<file path="src/rtl/segment_register_file_if.sv">
// Bus bundle for segment_register_file: load/done handshake, descriptor fetch, read port.
interface segment_register_file_if #(
  parameter int unsigned SEGMENT_COUNT  = 6,
  parameter int unsigned SELECTOR_WIDTH = 16,
  parameter int unsigned BASE_WIDTH     = 32,
  parameter int unsigned LIMIT_WIDTH    = 32,
  parameter int unsigned ATTR_WIDTH     = 8
);
  localparam int unsigned IW = (SEGMENT_COUNT > 1) ? $clog2(SEGMENT_COUNT) : 1;

  logic                                    protected_mode;
  logic                                    load_valid;
  logic                                    load_ready;
  logic [IW-1:0]                           load_index;
  logic [SELECTOR_WIDTH-1:0]               load_selector;

  logic                                    desc_req_valid;
  logic [SELECTOR_WIDTH-1:0]               desc_req_selector;
  logic                                    desc_resp_valid;
  logic [BASE_WIDTH-1:0]                   desc_resp_base;
  logic [LIMIT_WIDTH-1:0]                  desc_resp_limit;
  logic [ATTR_WIDTH-1:0]                   desc_resp_attr;
  logic                                    desc_resp_fault;

  logic                                    done_valid;
  logic                                    done_fault;

  logic [IW-1:0]                           read_index;
  logic [SELECTOR_WIDTH-1:0]               read_selector;
  logic [BASE_WIDTH-1:0]                   read_base;
  logic [LIMIT_WIDTH-1:0]                  read_limit;
  logic [ATTR_WIDTH-1:0]                   read_attr;
  logic [SEGMENT_COUNT*SELECTOR_WIDTH-1:0] selector_flat;

  modport master (
    output protected_mode, load_valid, load_index, load_selector,
    output desc_resp_valid, desc_resp_base, desc_resp_limit, desc_resp_attr, desc_resp_fault,
    output read_index,
    input  load_ready, desc_req_valid, desc_req_selector, done_valid, done_fault,
    input  read_selector, read_base, read_limit, read_attr, selector_flat
  );

  modport slave (
    input  protected_mode, load_valid, load_index, load_selector,
    input  desc_resp_valid, desc_resp_base, desc_resp_limit, desc_resp_attr, desc_resp_fault,
    input  read_index,
    output load_ready, desc_req_valid, desc_req_selector, done_valid, done_fault,
    output read_selector, read_base, read_limit, read_attr, selector_flat
  );
endinterface

</file>
<file path="src/rtl/segment_register_file.sv">
// Segment register file with hidden descriptor cache; real-mode loads are local, protected-mode
// loads fetch a descriptor. Optional write-to-read forwarding: SEGMENT_REGISTER_FILE_BYPASS_EN.
module segment_register_file #(
  parameter int unsigned SEGMENT_COUNT  = 6,
  parameter int unsigned SELECTOR_WIDTH = 16,
  parameter int unsigned BASE_WIDTH     = 32,
  parameter int unsigned LIMIT_WIDTH    = 32,
  parameter int unsigned ATTR_WIDTH     = 8
) (
  input logic                   clock,
  input logic                   reset,
  segment_register_file_if.slave bus
);
  localparam int unsigned IW = (SEGMENT_COUNT > 1) ? $clog2(SEGMENT_COUNT) : 1;
  localparam logic [LIMIT_WIDTH-1:0] RESET_LIMIT = LIMIT_WIDTH'(32'h0000_FFFF);
  localparam logic [ATTR_WIDTH-1:0]  RESET_ATTR  = ATTR_WIDTH'(8'h93);

  typedef enum logic [1:0] {IDLE, FETCH, DONE} state_e;

  state_e                    state_q, state_d;
  logic [IW-1:0]             idx_q, idx_d;
  logic [SELECTOR_WIDTH-1:0] lsel_q, lsel_d;
  logic                      fault_q, fault_d;

  logic [SELECTOR_WIDTH-1:0] sel_q   [SEGMENT_COUNT];
  logic [BASE_WIDTH-1:0]     base_q  [SEGMENT_COUNT];
  logic [LIMIT_WIDTH-1:0]    limit_q [SEGMENT_COUNT];
  logic [ATTR_WIDTH-1:0]     attr_q  [SEGMENT_COUNT];

  logic                      wr_en;
  logic [IW-1:0]             wr_idx;
  logic [SELECTOR_WIDTH-1:0] wr_sel;
  logic [BASE_WIDTH-1:0]     wr_base;
  logic [LIMIT_WIDTH-1:0]    wr_limit;
  logic [ATTR_WIDTH-1:0]     wr_attr;

  logic load_in_range;
  logic load_null;
  logic load_is_cs_ss;

  assign load_in_range = (32'(bus.load_index) < SEGMENT_COUNT);
  assign load_null     = (bus.load_selector[SELECTOR_WIDTH-1:2] == '0);
  assign load_is_cs_ss = (32'(bus.load_index) < 32'd2);

  // Next-state logic; the cache write port is driven in the commit cycle.
  always_comb begin
    state_d  = state_q;
    idx_d    = idx_q;
    lsel_d   = lsel_q;
    fault_d  = fault_q;
    wr_en    = 1'b0;
    wr_idx   = idx_q;
    wr_sel   = lsel_q;
    wr_base  = '0;
    wr_limit = '0;
    wr_attr  = '0;
    case (state_q)
      IDLE: begin
        if (bus.load_valid) begin
          idx_d   = bus.load_index;
          lsel_d  = bus.load_selector;
          fault_d = 1'b0;
          wr_idx  = bus.load_index;
          wr_sel  = bus.load_selector;
          state_d = DONE;
          if (!load_in_range) begin
            fault_d = 1'b1;
          end else if (!bus.protected_mode) begin
            wr_en    = 1'b1;
            wr_base  = BASE_WIDTH'({bus.load_selector, 4'h0});
            wr_limit = RESET_LIMIT;
            wr_attr  = RESET_ATTR;
          end else if (load_null) begin
            if (load_is_cs_ss) begin
              fault_d = 1'b1;
            end else begin
              // Null data segment: keep base/limit, mark the entry not-present.
              wr_en      = 1'b1;
              wr_base    = base_q[bus.load_index];
              wr_limit   = limit_q[bus.load_index];
              wr_attr    = attr_q[bus.load_index];
              wr_attr[7] = 1'b0;
            end
          end else begin
            state_d = FETCH;
          end
        end
      end
      FETCH: begin
        if (bus.desc_resp_valid) begin
          state_d = DONE;
          if (bus.desc_resp_fault) begin
            fault_d = 1'b1;
          end else begin
            wr_en    = 1'b1;
            wr_base  = bus.desc_resp_base;
            wr_limit = bus.desc_resp_limit;
            wr_attr  = bus.desc_resp_attr;
          end
        end
      end
      DONE:    state_d = IDLE;
      default: state_d = IDLE;
    endcase
  end

  always_ff @(posedge clock) begin
    if (reset) begin
      state_q <= IDLE;
      idx_q   <= '0;
      lsel_q  <= '0;
      fault_q <= 1'b0;
      for (int i = 0; i < int'(SEGMENT_COUNT); i++) begin
        sel_q[i]   <= '0;
        base_q[i]  <= '0;
        limit_q[i] <= RESET_LIMIT;
        attr_q[i]  <= RESET_ATTR;
      end
    end else begin
      state_q <= state_d;
      idx_q   <= idx_d;
      lsel_q  <= lsel_d;
      fault_q <= fault_d;
      if (wr_en) begin
        sel_q[wr_idx]   <= wr_sel;
        base_q[wr_idx]  <= wr_base;
        limit_q[wr_idx] <= wr_limit;
        attr_q[wr_idx]  <= wr_attr;
      end
    end
  end

  assign bus.load_ready        = (state_q == IDLE);
  assign bus.desc_req_valid    = (state_q == FETCH);
  assign bus.desc_req_selector = lsel_q;
  assign bus.done_valid        = (state_q == DONE);
  assign bus.done_fault        = (state_q == DONE) && fault_q;

  // Combinational read port; out-of-range index reads as zero.
  always_comb begin
    bus.read_selector = '0;
    bus.read_base     = '0;
    bus.read_limit    = '0;
    bus.read_attr     = '0;
    if (32'(bus.read_index) < SEGMENT_COUNT) begin
      bus.read_selector = sel_q[bus.read_index];
      bus.read_base     = base_q[bus.read_index];
      bus.read_limit    = limit_q[bus.read_index];
      bus.read_attr     = attr_q[bus.read_index];
    end
`ifdef SEGMENT_REGISTER_FILE_BYPASS_EN
    if (wr_en && (bus.read_index == wr_idx)) begin
      bus.read_selector = wr_sel;
      bus.read_base     = wr_base;
      bus.read_limit    = wr_limit;
      bus.read_attr     = wr_attr;
    end
`else
`endif
  end

  for (genvar g = 0; g < int'(SEGMENT_COUNT); g++) begin : g_flat
    assign bus.selector_flat[g*SELECTOR_WIDTH +: SELECTOR_WIDTH] = sel_q[g];
  end
endmodule

</file>
<file path="src/flat_wrapper.sv">
// flat-port wrapper written by rule: the top's interface ports become plain ports
module segment_register_file_flat 
#(
  parameter int unsigned SEGMENT_COUNT  = 6,
  parameter int unsigned SELECTOR_WIDTH = 16,
  parameter int unsigned BASE_WIDTH     = 32,
  parameter int unsigned LIMIT_WIDTH    = 32,
  parameter int unsigned ATTR_WIDTH     = 8
)
  (clock, reset, bus_protected_mode, bus_load_valid, bus_load_index, bus_load_selector, bus_desc_resp_valid, bus_desc_resp_base, bus_desc_resp_limit, bus_desc_resp_attr, bus_desc_resp_fault, bus_read_index, bus_load_ready, bus_desc_req_valid, bus_desc_req_selector, bus_done_valid, bus_done_fault, bus_read_selector, bus_read_base, bus_read_limit, bus_read_attr, bus_selector_flat);
  segment_register_file_if #(.SEGMENT_COUNT(SEGMENT_COUNT), .SELECTOR_WIDTH(SELECTOR_WIDTH), .BASE_WIDTH(BASE_WIDTH), .LIMIT_WIDTH(LIMIT_WIDTH), .ATTR_WIDTH(ATTR_WIDTH)) bus_i ();
  input logic clock;
  input logic reset;
  input wire logic [$bits(bus_i.protected_mode)-1:0] bus_protected_mode;
  input wire logic [$bits(bus_i.load_valid)-1:0] bus_load_valid;
  input wire logic [$bits(bus_i.load_index)-1:0] bus_load_index;
  input wire logic [$bits(bus_i.load_selector)-1:0] bus_load_selector;
  input wire logic [$bits(bus_i.desc_resp_valid)-1:0] bus_desc_resp_valid;
  input wire logic [$bits(bus_i.desc_resp_base)-1:0] bus_desc_resp_base;
  input wire logic [$bits(bus_i.desc_resp_limit)-1:0] bus_desc_resp_limit;
  input wire logic [$bits(bus_i.desc_resp_attr)-1:0] bus_desc_resp_attr;
  input wire logic [$bits(bus_i.desc_resp_fault)-1:0] bus_desc_resp_fault;
  input wire logic [$bits(bus_i.read_index)-1:0] bus_read_index;
  output wire logic [$bits(bus_i.load_ready)-1:0] bus_load_ready;
  output wire logic [$bits(bus_i.desc_req_valid)-1:0] bus_desc_req_valid;
  output wire logic [$bits(bus_i.desc_req_selector)-1:0] bus_desc_req_selector;
  output wire logic [$bits(bus_i.done_valid)-1:0] bus_done_valid;
  output wire logic [$bits(bus_i.done_fault)-1:0] bus_done_fault;
  output wire logic [$bits(bus_i.read_selector)-1:0] bus_read_selector;
  output wire logic [$bits(bus_i.read_base)-1:0] bus_read_base;
  output wire logic [$bits(bus_i.read_limit)-1:0] bus_read_limit;
  output wire logic [$bits(bus_i.read_attr)-1:0] bus_read_attr;
  output wire logic [$bits(bus_i.selector_flat)-1:0] bus_selector_flat;
  assign bus_i.protected_mode = bus_protected_mode;
  assign bus_i.load_valid = bus_load_valid;
  assign bus_i.load_index = bus_load_index;
  assign bus_i.load_selector = bus_load_selector;
  assign bus_i.desc_resp_valid = bus_desc_resp_valid;
  assign bus_i.desc_resp_base = bus_desc_resp_base;
  assign bus_i.desc_resp_limit = bus_desc_resp_limit;
  assign bus_i.desc_resp_attr = bus_desc_resp_attr;
  assign bus_i.desc_resp_fault = bus_desc_resp_fault;
  assign bus_i.read_index = bus_read_index;
  assign bus_load_ready = bus_i.load_ready;
  assign bus_desc_req_valid = bus_i.desc_req_valid;
  assign bus_desc_req_selector = bus_i.desc_req_selector;
  assign bus_done_valid = bus_i.done_valid;
  assign bus_done_fault = bus_i.done_fault;
  assign bus_read_selector = bus_i.read_selector;
  assign bus_read_base = bus_i.read_base;
  assign bus_read_limit = bus_i.read_limit;
  assign bus_read_attr = bus_i.read_attr;
  assign bus_selector_flat = bus_i.selector_flat;
  segment_register_file #(.SEGMENT_COUNT(SEGMENT_COUNT), .SELECTOR_WIDTH(SELECTOR_WIDTH), .BASE_WIDTH(BASE_WIDTH), .LIMIT_WIDTH(LIMIT_WIDTH), .ATTR_WIDTH(ATTR_WIDTH)) u_core (.clock(clock), .reset(reset), .bus(bus_i));
endmodule
</file>
<file path="config.mk">
export PLATFORM = sky130hd
export DESIGN_NAME = segment_register_file_flat
export DESIGN_NICKNAME = d
export VERILOG_FILES = /design/src/rtl/segment_register_file_if.sv /design/src/rtl/segment_register_file.sv /design/src/flat_wrapper.sv
export SDC_FILE = /design/constraint.sdc
export NUM_CORES = 1
export LEC_CHECK = 0
export CORE_MARGIN = 3
export CORE_UTILIZATION = 55
export DETAILED_ROUTE_END_ITERATION = 6
export GPL_ROUTABILITY_DRIVEN = 0
export PLACE_DENSITY = 0.82
export SLEW_MARGIN = 25
export SYNTH_ARGS = -nofsm -noshare
export SYNTH_HDL_FRONTEND = slang
export SYNTH_SLANG_ARGS = --single-unit
</file>
<file path="constraint.sdc">
create_clock -name clock -period 9.6 [get_ports clock]
set_input_delay 1.92 -clock clock [delete_from_list [all_inputs] [get_ports clock]]
set_output_delay 1.92 -clock clock [all_outputs]
set_load 0.02 [all_outputs]
</file>
Word-level counts from Yosys, hierarchy flattened. Memory sizes are Yosys's and may differ from the RTL's. Cells that the tools add are included.

Memories: 4. Logic and storage cells: 97. Bits of input ports: 100. Flip-flop bits (word level): 22. Memory bits (writable): 528. Output and inout port bits: 204.

Memories: u_core.base_q (depth 6, width 32, rd ports 2, clocked after Yosys merged registers in 0, write ports 6, RTL line segment_register_file.sv:26) `logic [BASE_WIDTH-1:0] base_q [SEGMENT_COUNT];`; u_core.limit_q (depth 6, width 32, rd ports 2, clocked after Yosys merged registers in 0, write ports 6, RTL line segment_register_file.sv:27) `logic [LIMIT_WIDTH-1:0] limit_q [SEGMENT_COUNT];`; u_core.sel_q (depth 6, width 16, rd ports 7, clocked after Yosys merged registers in 0, write ports 6, RTL line segment_register_file.sv:25) `logic [SELECTOR_WIDTH-1:0] sel_q [SEGMENT_COUNT];`; u_core.attr_q (depth 6, width 8, rd ports 2, clocked after Yosys merged registers in 0, write ports 6, RTL line segment_register_file.sv:28) `logic [ATTR_WIDTH-1:0] attr_q [SEGMENT_COUNT];`.

Reductions and logical operators: 10. Magnitude comparators: 3. Mux-type cells: 71. Eq/ne operators: 5.

Operators by type and width (number): 2-to-1 mux 32 bit (18); one-hot mux 32 bit (2 select lines) (2); 2-to-1 mux 16 bit (4); 2-to-1 mux 8 bit (8); OR reduction 32 bit (2); 2-to-1 mux 1 bit (23); 2-to-1 mux 3 bit (6); one-hot mux 8 bit (2 select lines) (1); OR reduction 16 bit (1); zero test 14 bit (1); 2-to-1 mux 2 bit (5); OR reduction 8 bit (1); 2-to-1 mux 7 bit (1); < comparator 3 bit, second input constant (2); inequality test 2 bit, second input constant (3); one-hot mux 1 bit (2 select lines) (2); one-hot mux 2 bit (2 select lines) (1); AND reduction 4 bit (1); < comparator 3 x 2 -> 1 bit, second input constant (1); equality test 2 x 1 -> 1 bit, second input constant (1); equality test 2 bit, second input constant (1); zero test 2 bit (1); AND reduction 2 bit (1); nonzero test 2 bit (1); logical AND 1 bit (1).

Depth between registers and ports, before layout. Gate-level depths: netlist of run 1.

Depth after elaboration: 12. Mapped depth: 10. Depth with buffers taken out: 6.

Least setup slack after synthesis of run 1. Ideal clock, no wire load.

Path type: input to register. Start: input port bus_load_selector[11]. End: memory u_core.attr_q[6][0], enable pin. Library setup time: 0.584 ns. Slack: 1.155 ns. Buffers on the path: 1. Data required time: 9.016 ns. Arrival time: 7.861 ns. Stages: 6. Cell sequence: nor4_1 nand4_1 o21ai_2 buf_2 nand2_1 nor3_1.

RTL lines: start, declared (RTL line flat_wrapper.sv:17) `input wire logic [$bits(bus_i.load_selector)-1:0] bus_load_selector;`; end, declared (RTL line segment_register_file.sv:28).

Worst setup path in the final report of run 1.
Start: input port bus_read_index[1]. End: output port bus_read_attr[1].

Longest elaborated chain between the ends: 2. Elaborated cells on any way between the ends: 3. Those cells by class: order compare (1); mux (1); memory (1).

RTL lines: start, declared (RTL line flat_wrapper.sv:23) `input wire logic [$bits(bus_i.read_index)-1:0] bus_read_index;`; memory read (6 x 8 bit) or < comparator 3 bit (tied branches); 2-to-1 mux 8 bit * (RTL line segment_register_file.sv:145) `if (32'(bus.read_index) < SEGMENT_COUNT) begin`; end, declared (RTL line flat_wrapper.sv:32) `output wire logic [$bits(bus_i.read_attr)-1:0] bus_read_attr;`.

Every way passes the cells marked *; elsewhere a longest branch is shown, timed or not.

==> run_results.csv, run 1 <==
group,metric,value,unit
status,status,"complete, but fails checks",
status,violations,"design-rule violations",
sta,finalHoldViolCount,0,
drt,vias_per_cell,6.85,
min_path,hold_class,"flip-flop to flip-flop",
final_layout,final-seq-area,20500,um2
drt,wl_per_cell,29.9,um
drt,drc,6,
drt,first_pass_iters,7,
clocking,clockBufferDepth,3,
floorplan,die_x,250,um
drt,wirelength,99400,um
min_path,holdPathEnd,"u_core.bus.desc_req_selector[9]$_SDFF_PP0_",
global_route,overflow,0,
placed_design,placed_area,36500,um2
synth,synth_top_area_share,61.0,%
floorplan,die_h,250,um
global_route,grt_usage,31.3,%
synth,syn-cell-area,32900,um2
synth,ys_seq_area_share,62.4,%
synth,yosys.area.top_type,"edfxtp_1",
worst_setup_path,cpMostUsedCell,"buf_4",
worst_setup_path,crit_type,"input port to output port",
synth,synthArstFlopShare,0,%
worst_setup_path,startpoint_type,"input port",
final_layout,stdcell_area,38800,um2
global_route,grt_max_degree,103,
sta,max_slew.worst_pin.slew,1.12,ns
sta,setup_slack,2.86,ns
synth,syn_nets,2375,
worst_setup_path,slowest_stage,"buf_4",
clocking,cts_setup_buffers,0,
global_route,grt_pass1_wl,146000,um
min_path,hold_depth,2,
clocking,clk_pin_slew_worst_paths,0.06,ns
clocking,cts_sinks,690,
worst_setup_path,cpLargestDelayFamily,"buffers and inverters",
placed_design,dp_slack,2.73,ns
global_route,grt_pass1_vias,23500,
synth,synth_edf_count,668,
worst_setup_path,cp.arrival,4.82,ns
pwr,power.leakage,0.0125,uW
synth,synthDistinctLibCells,47,
sta,finalSetupViolations,0,
worst_setup_path,r2r_end,"u_core.base_q[5][14]$_DFFE_PP_",
worst_setup_path,reg2reg_from,"u_core.state_q[1]$_SDFFE_PP0P_",
sta,skew,0.0140,ns
synth,synth_area_leaders,"edfxtp_1 61%, mux4_2 16%, nor2_1 4.8%",
worst_setup_path,crit_fanout,54,
synth,ys_ff_latch,690,
sta,final-max-slew-violation-count,0,
final_layout,fillers,3842,
worst_setup_path,worstPathRequired,7.68,ns
sta,fin_tns_setup,0,ns
worst_setup_path,r2r_cells,8,
final_layout,final_nets,2609,
final_layout,drive_gt1_share,17.5,%
floorplan,ioPinCount,304,
drt,antenna_left,0,
synth,synthCells,2275,
drt,drtIter0Drc,3167,
min_path,min_from,"u_core.bus.desc_req_selector[9]$_SDFF_PP0_",
floorplan,start_util,56.3,%
run,drv_cap,0,
clocking,cts_made_buffers,70,
worst_setup_path,cp_cell_sequence,"buf_4 > buf_4 > mux4_2 > inv_1 > o22ai_1 > clkdlybuf4s50_1",
floorplan,core_area,58400,um2
synth,synth_common_cells,"668 x edfxtp_1, 416 x nor2_1, 228 x mux4_2, 160 x nand2_1, 125 x mux2i_1",
clocking,root_buffer,"clkbuf_16",
placed_design,placement.io_buffers,303,
clocking,clock_latency,0.60,ns
worst_setup_path,cp_slowest_stage_delay,0.73,ns
synth,syn_area_per_cell,14.4,um2
floorplan,core.rowCount,88,
clocking,ctsResizeCount,0,
global_route,antenna_found_initial,3,
worst_setup_path,end_kind,"output port",
clocking,postCtsHoldBufs,0,
final_layout,area_growth_syn_to_layout,18.0,%
clocking,htreeDepth,3,
sta,fin_crit_sh,70.2,%
worst_setup_path,worst-path-buf-inv,4,
drt,vias,22800,
synth,synthFlopType,"edfxtp_1",
sta,max-slew-margin-rel,25.3,%
sta,rsz0062_at_grt,"false",
clocking,cts_tree,"yes",
worst_setup_path,regToRegSetupSlack,4.88,ns
sta,fmax,148,MHz
pwr,power_density,175,nW/um2
synth,synthMostInstantiatedCell,"edfxtp_1",
floorplan,die-area,62700,um2
synth,yosys_warnings,0,
placed_design,place_hpwl,58200,um
sta,fin_crit,6.74,ns
final_layout,multi_input_area,11200,um2
pwr,peakVddDrop,106,uV
-- area by class of cell --
cell class                 instances  share of cell area (%)
antenna                            2                  0.0129
inverter                         108                    1.04
clock inverter                    33                   0.738
multi-input combinational       1290                    29.0
clock buffer                      90                    4.84
timing repair buffer             349                    9.08
tap                              765                    2.47
sequential                       690                    52.8
-- routing by layer --
layer	global-route usage [%]	part of all wire [%]	wire length, um
met1	40.5	34	33400
met2	49.9	48	47400
met5	0	0.013	13
met3	8.48	14	14000
met4	14.6	4.6	4580
-- metrics by stage --
| stage | utilization, % | total power (uW) | instances | hold slack, ns |
|---|---|---|---|---|
| after global routing | 66.5 | 6950 | 3325 | 0.535 |
| after CTS | 66.3 | 6790 | 3320 | 0.510 |
| after detailed placement | 62.6 | 4210 | 3197 | 0.500 |
| after floorplan | - | 3890 | 2275 | 0.470 |
| final | 66.5 | 6790 | 3327 | 0.511 |
| after global placement | 62.5 | 4190 | 3194 | 0.485 |
-- worst max-delay path by stage --
stage | start | end | slack [ns] | cells after the start
after floorplan | bus_load_selector[11] | u_core.attr_q[6][0]$_DFFE_PP_ | 1.16 | 6
after global placement | bus_read_index[1] | bus_read_base[5] | 2.58 | 5
after detailed placement | bus_load_selector[11] | u_core.attr_q[2][4]$_SDFFCE_PN1P_ | 2.73 | 8
after CTS | bus_read_index[1] | bus_read_attr[0] | 2.90 | 6
after global routing | bus_read_index[1] | bus_read_attr[0] | 2.84 | 6
final | bus_read_index[1] | bus_read_attr[1] | 2.86 | 6
-- report_power, final --
| group | internal (uW) | switching [uW] | leakage, uW |
|---|---|---|---|
| Combinational | 307 | 433 | 0.00510 |
| Clock | 1510 | 1120 | 0.00107 |
| Sequential | 3370 | 50.5 | 0.00638 |
-- tightest hold or removal path: stages, from the launching register on --
cell	delay [ns]
dfxtp_1	0.33
nand2_1	0.06
a21oi_1	0.07
-- kinds of logic after synthesis --
| family | after synthesis | synth area share [%] |
|---|---|---|
| buf+inv | 295 | 3.87 |
| mux | 390 | 20.7 |
| xor+xnor | 1 | 0.0266 |
| compound gates | 197 | 4.09 |
| simple gates | 702 | 8.96 |
| flops | 690 | 62.4 |
-- registers in the layout, indices dropped and copies added (netlist names) --
signal,count
u_core.sel_q,96
u_core.base_q,254
u_core.idx_q,3
u_core.fault_q,1
u_core.attr_q,62
u_core.bus.desc_req_selector,16
u_core.state_q,2
u_core.limit_q,256
-- cell usage in the layout (no fill, tap or decap), drive strengths merged, types with 52 or more instances in the layout --
master | Yosys | layout
buf | 86 | 52
clkbuf | 101 | 90
clkdlybuf4s50 | 0 | 297
edfxtp | 668 | 668
inv | 107 | 109
mux2i | 125 | 125
mux4 | 228 | 228
nand2 | 160 | 160
nor2 | 417 | 417
o22ai | 89 | 89
(Power assumes the default switching activity.)
==> inputs of run 2 (changes only) <==
- clock period: 9.6 -> 6.8 ns (I/O delays scaled with it)
==> run 2 against run 1 <==
Effect of this change:
- total power grew 42%
- die area unchanged
- the run now ends clean
- clock power rose by 43%
- critical path type unchanged
- register-to-register slack lost 1.8 ns
- largest cell class unchanged
- via count is 0.89% higher
==> run_results.csv, run 2 (synthesis gave the netlist of run 1 again) <==
group,metric,value,unit
floorplan,die_x,250,um
sta,finalHoldViolCount,0,
drt,wirelength,101000,um
global_route,grt_max_degree,94,
worst_setup_path,worstPathRequired,5.44,ns
final_layout,area_growth_syn_to_layout,18.7,%
final_layout,final_cell_mix,"668 x edfxtp_1, 416 x nor2_1, 297 x clkdlybuf4s50_1, 228 x mux4_2, 150 x nand2_1",
clocking,cts_made_buffers,71,
global_route,antenna_found_initial,4,
worst_setup_path,regToRegSetupSlack,3.06,ns
sta,fin_crit,5.11,ns
status,status,"complete, no violations",
worst_setup_path,cp.arrival,3.75,ns
final_layout,final_nets,2627,
clocking,postCtsHoldBufs,0,
drt,wl_per_cell,30.3,um
pwr,power_density,247,nW/um2
sta,fin_crit_sh,75.2,%
clocking,clock_latency,0.61,ns
final_layout,largest-register,"u_core.limit_q",
floorplan,start_util,56.3,%
clocking,htreeDepth,3,
drt,vias_per_cell,6.88,
clocking,cts_tree,"yes",
worst_setup_path,startpoint_type,"input port",
clocking,root_buffer,"clkbuf_16",
clocking,cts_sinks,690,
clocking,cts_setup_buffers,0,
sta,fmax,196,MHz
placed_design,placement.io_buffers,303,
floorplan,core_area,58400,um2
floorplan,die-area,62700,um2
pwr,power.leakage,0.0127,uW
global_route,grt_pass1_wl,150000,um
worst_setup_path,end_kind,"output port",
worst_setup_path,crit_fanout,45,
clocking,clk_pin_slew_worst_paths,0.06,ns
final_layout,largest_reg_flops,256,
final_layout,drive_gt1_share,18.3,%
placed_design,place_hpwl,60600,um
floorplan,core.rowCount,88,
sta,max_slew.worst_pin.slew,1.05,ns
run,drv_cap,0,
final_layout,fin_util,66.9,%
drt,vias,23000,
clocking,ctsResizeCount,0,
drt,drc,0,
sta,finalSetupViolations,0,
global_route,grt_usage,32.1,%
final_layout,final_common_cell,"edfxtp_1",
floorplan,die_h,250,um
clocking,clockBufferDepth,3,
final_layout,fillers,3897,
sta,skew,0.0293,ns
sta,final-max-slew-violation-count,0,
final_layout,largestRegisters,"u_core.limit_q: 256 flops, u_core.base_q: 254 flops, u_core.sel_q: 96 flops",
global_route,overflow,0,
pwr,peakVddDrop,178,uV
sta,fin_tns_setup,0,ns
sta,rsz0062_at_grt,"false",
min_path,hold_class,"flip-flop to flip-flop",
worst_setup_path,crit_type,"input port to output port",
drt,antenna_left,0,
global_route,grt_pass1_vias,23600,
sta,max-slew-margin-rel,30.2,%
drt,drtIter0Drc,3217,
drt,first_pass_iters,6,
floorplan,ioPinCount,304,
[run 2: cell type report]
class / count / area, um2 / area share (%)
clock inverters: 34 / 277 / 0.709
repair buffers: 366 / 3690 / 9.47
flip-flops and latches: 690 / 20500 / 52.5
multi-input cells: 1290 / 11200 / 28.8
clock buffers: 89 / 1930 / 4.94
inverters: 108 / 405 / 1.04
diodes: 3 / 7.51 / 0.0192
well taps: 765 / 957 / 2.45
[run 2: where the power goes]
group	total, uW	internal, uW	switching (uW)
Clock	3760	2160	1610
Sequential	4830	4760	76.0
Combinational	1060	444	614
Total	9650	7360	2300
[run 2: worst max-delay path, cell delays in order]
cell	delay, ns
buf_4	0.11
buf_4	0.69
mux4_2	0.36
inv_1	0.04
o22ai_1	0.44
clkdlybuf4s50_1	0.72
[run 2: routing by layer]
metal / share of wire, % / track usage (%) / vias to the layer above / wire [um]
li1: - / - / 9199 / -
met1: 33 / 40.7 / 11400 / 33800
met2: 47 / 50.5 / 2098 / 47800
met3: 15 / 10.4 / 339 / 15200
met4: 4.6 / 15.0 / 0 / 4710
met5: 0 / 0 / - / 0
[run 2: final timing paths]
check	from	endpoint	depth (start not counted)
setup / recovery	bus_read_index[1]	bus_read_base[11]	6
hold / removal	u_core.idx_q[0]$_SDFF_PP0_	u_core.idx_q[0]$_SDFF_PP0_	2
setup reg to reg	u_core.state_q[1]$_SDFFE_PP0P_	u_core.sel_q[0][1]$_SDFFCE_PN0P_	8
hold reg to reg	u_core.idx_q[0]$_SDFF_PP0_	u_core.idx_q[0]$_SDFF_PP0_	2
[run 2: metrics by stage]
stage               power (uW)  worst slack [ns]  cell area (um2)  cells  hold WS (ns)
floorplan                 5500              1.06            32900   2275         0.470
global placement          5930              1.78            36700   3215         0.486
detailed placement        5950              1.74            36700   3215         0.489
CTS                       9650              1.74            38900   3338         0.498
global route              9880              1.65            39000   3342         0.533
finish                    9650              1.69            39000   3345         0.501
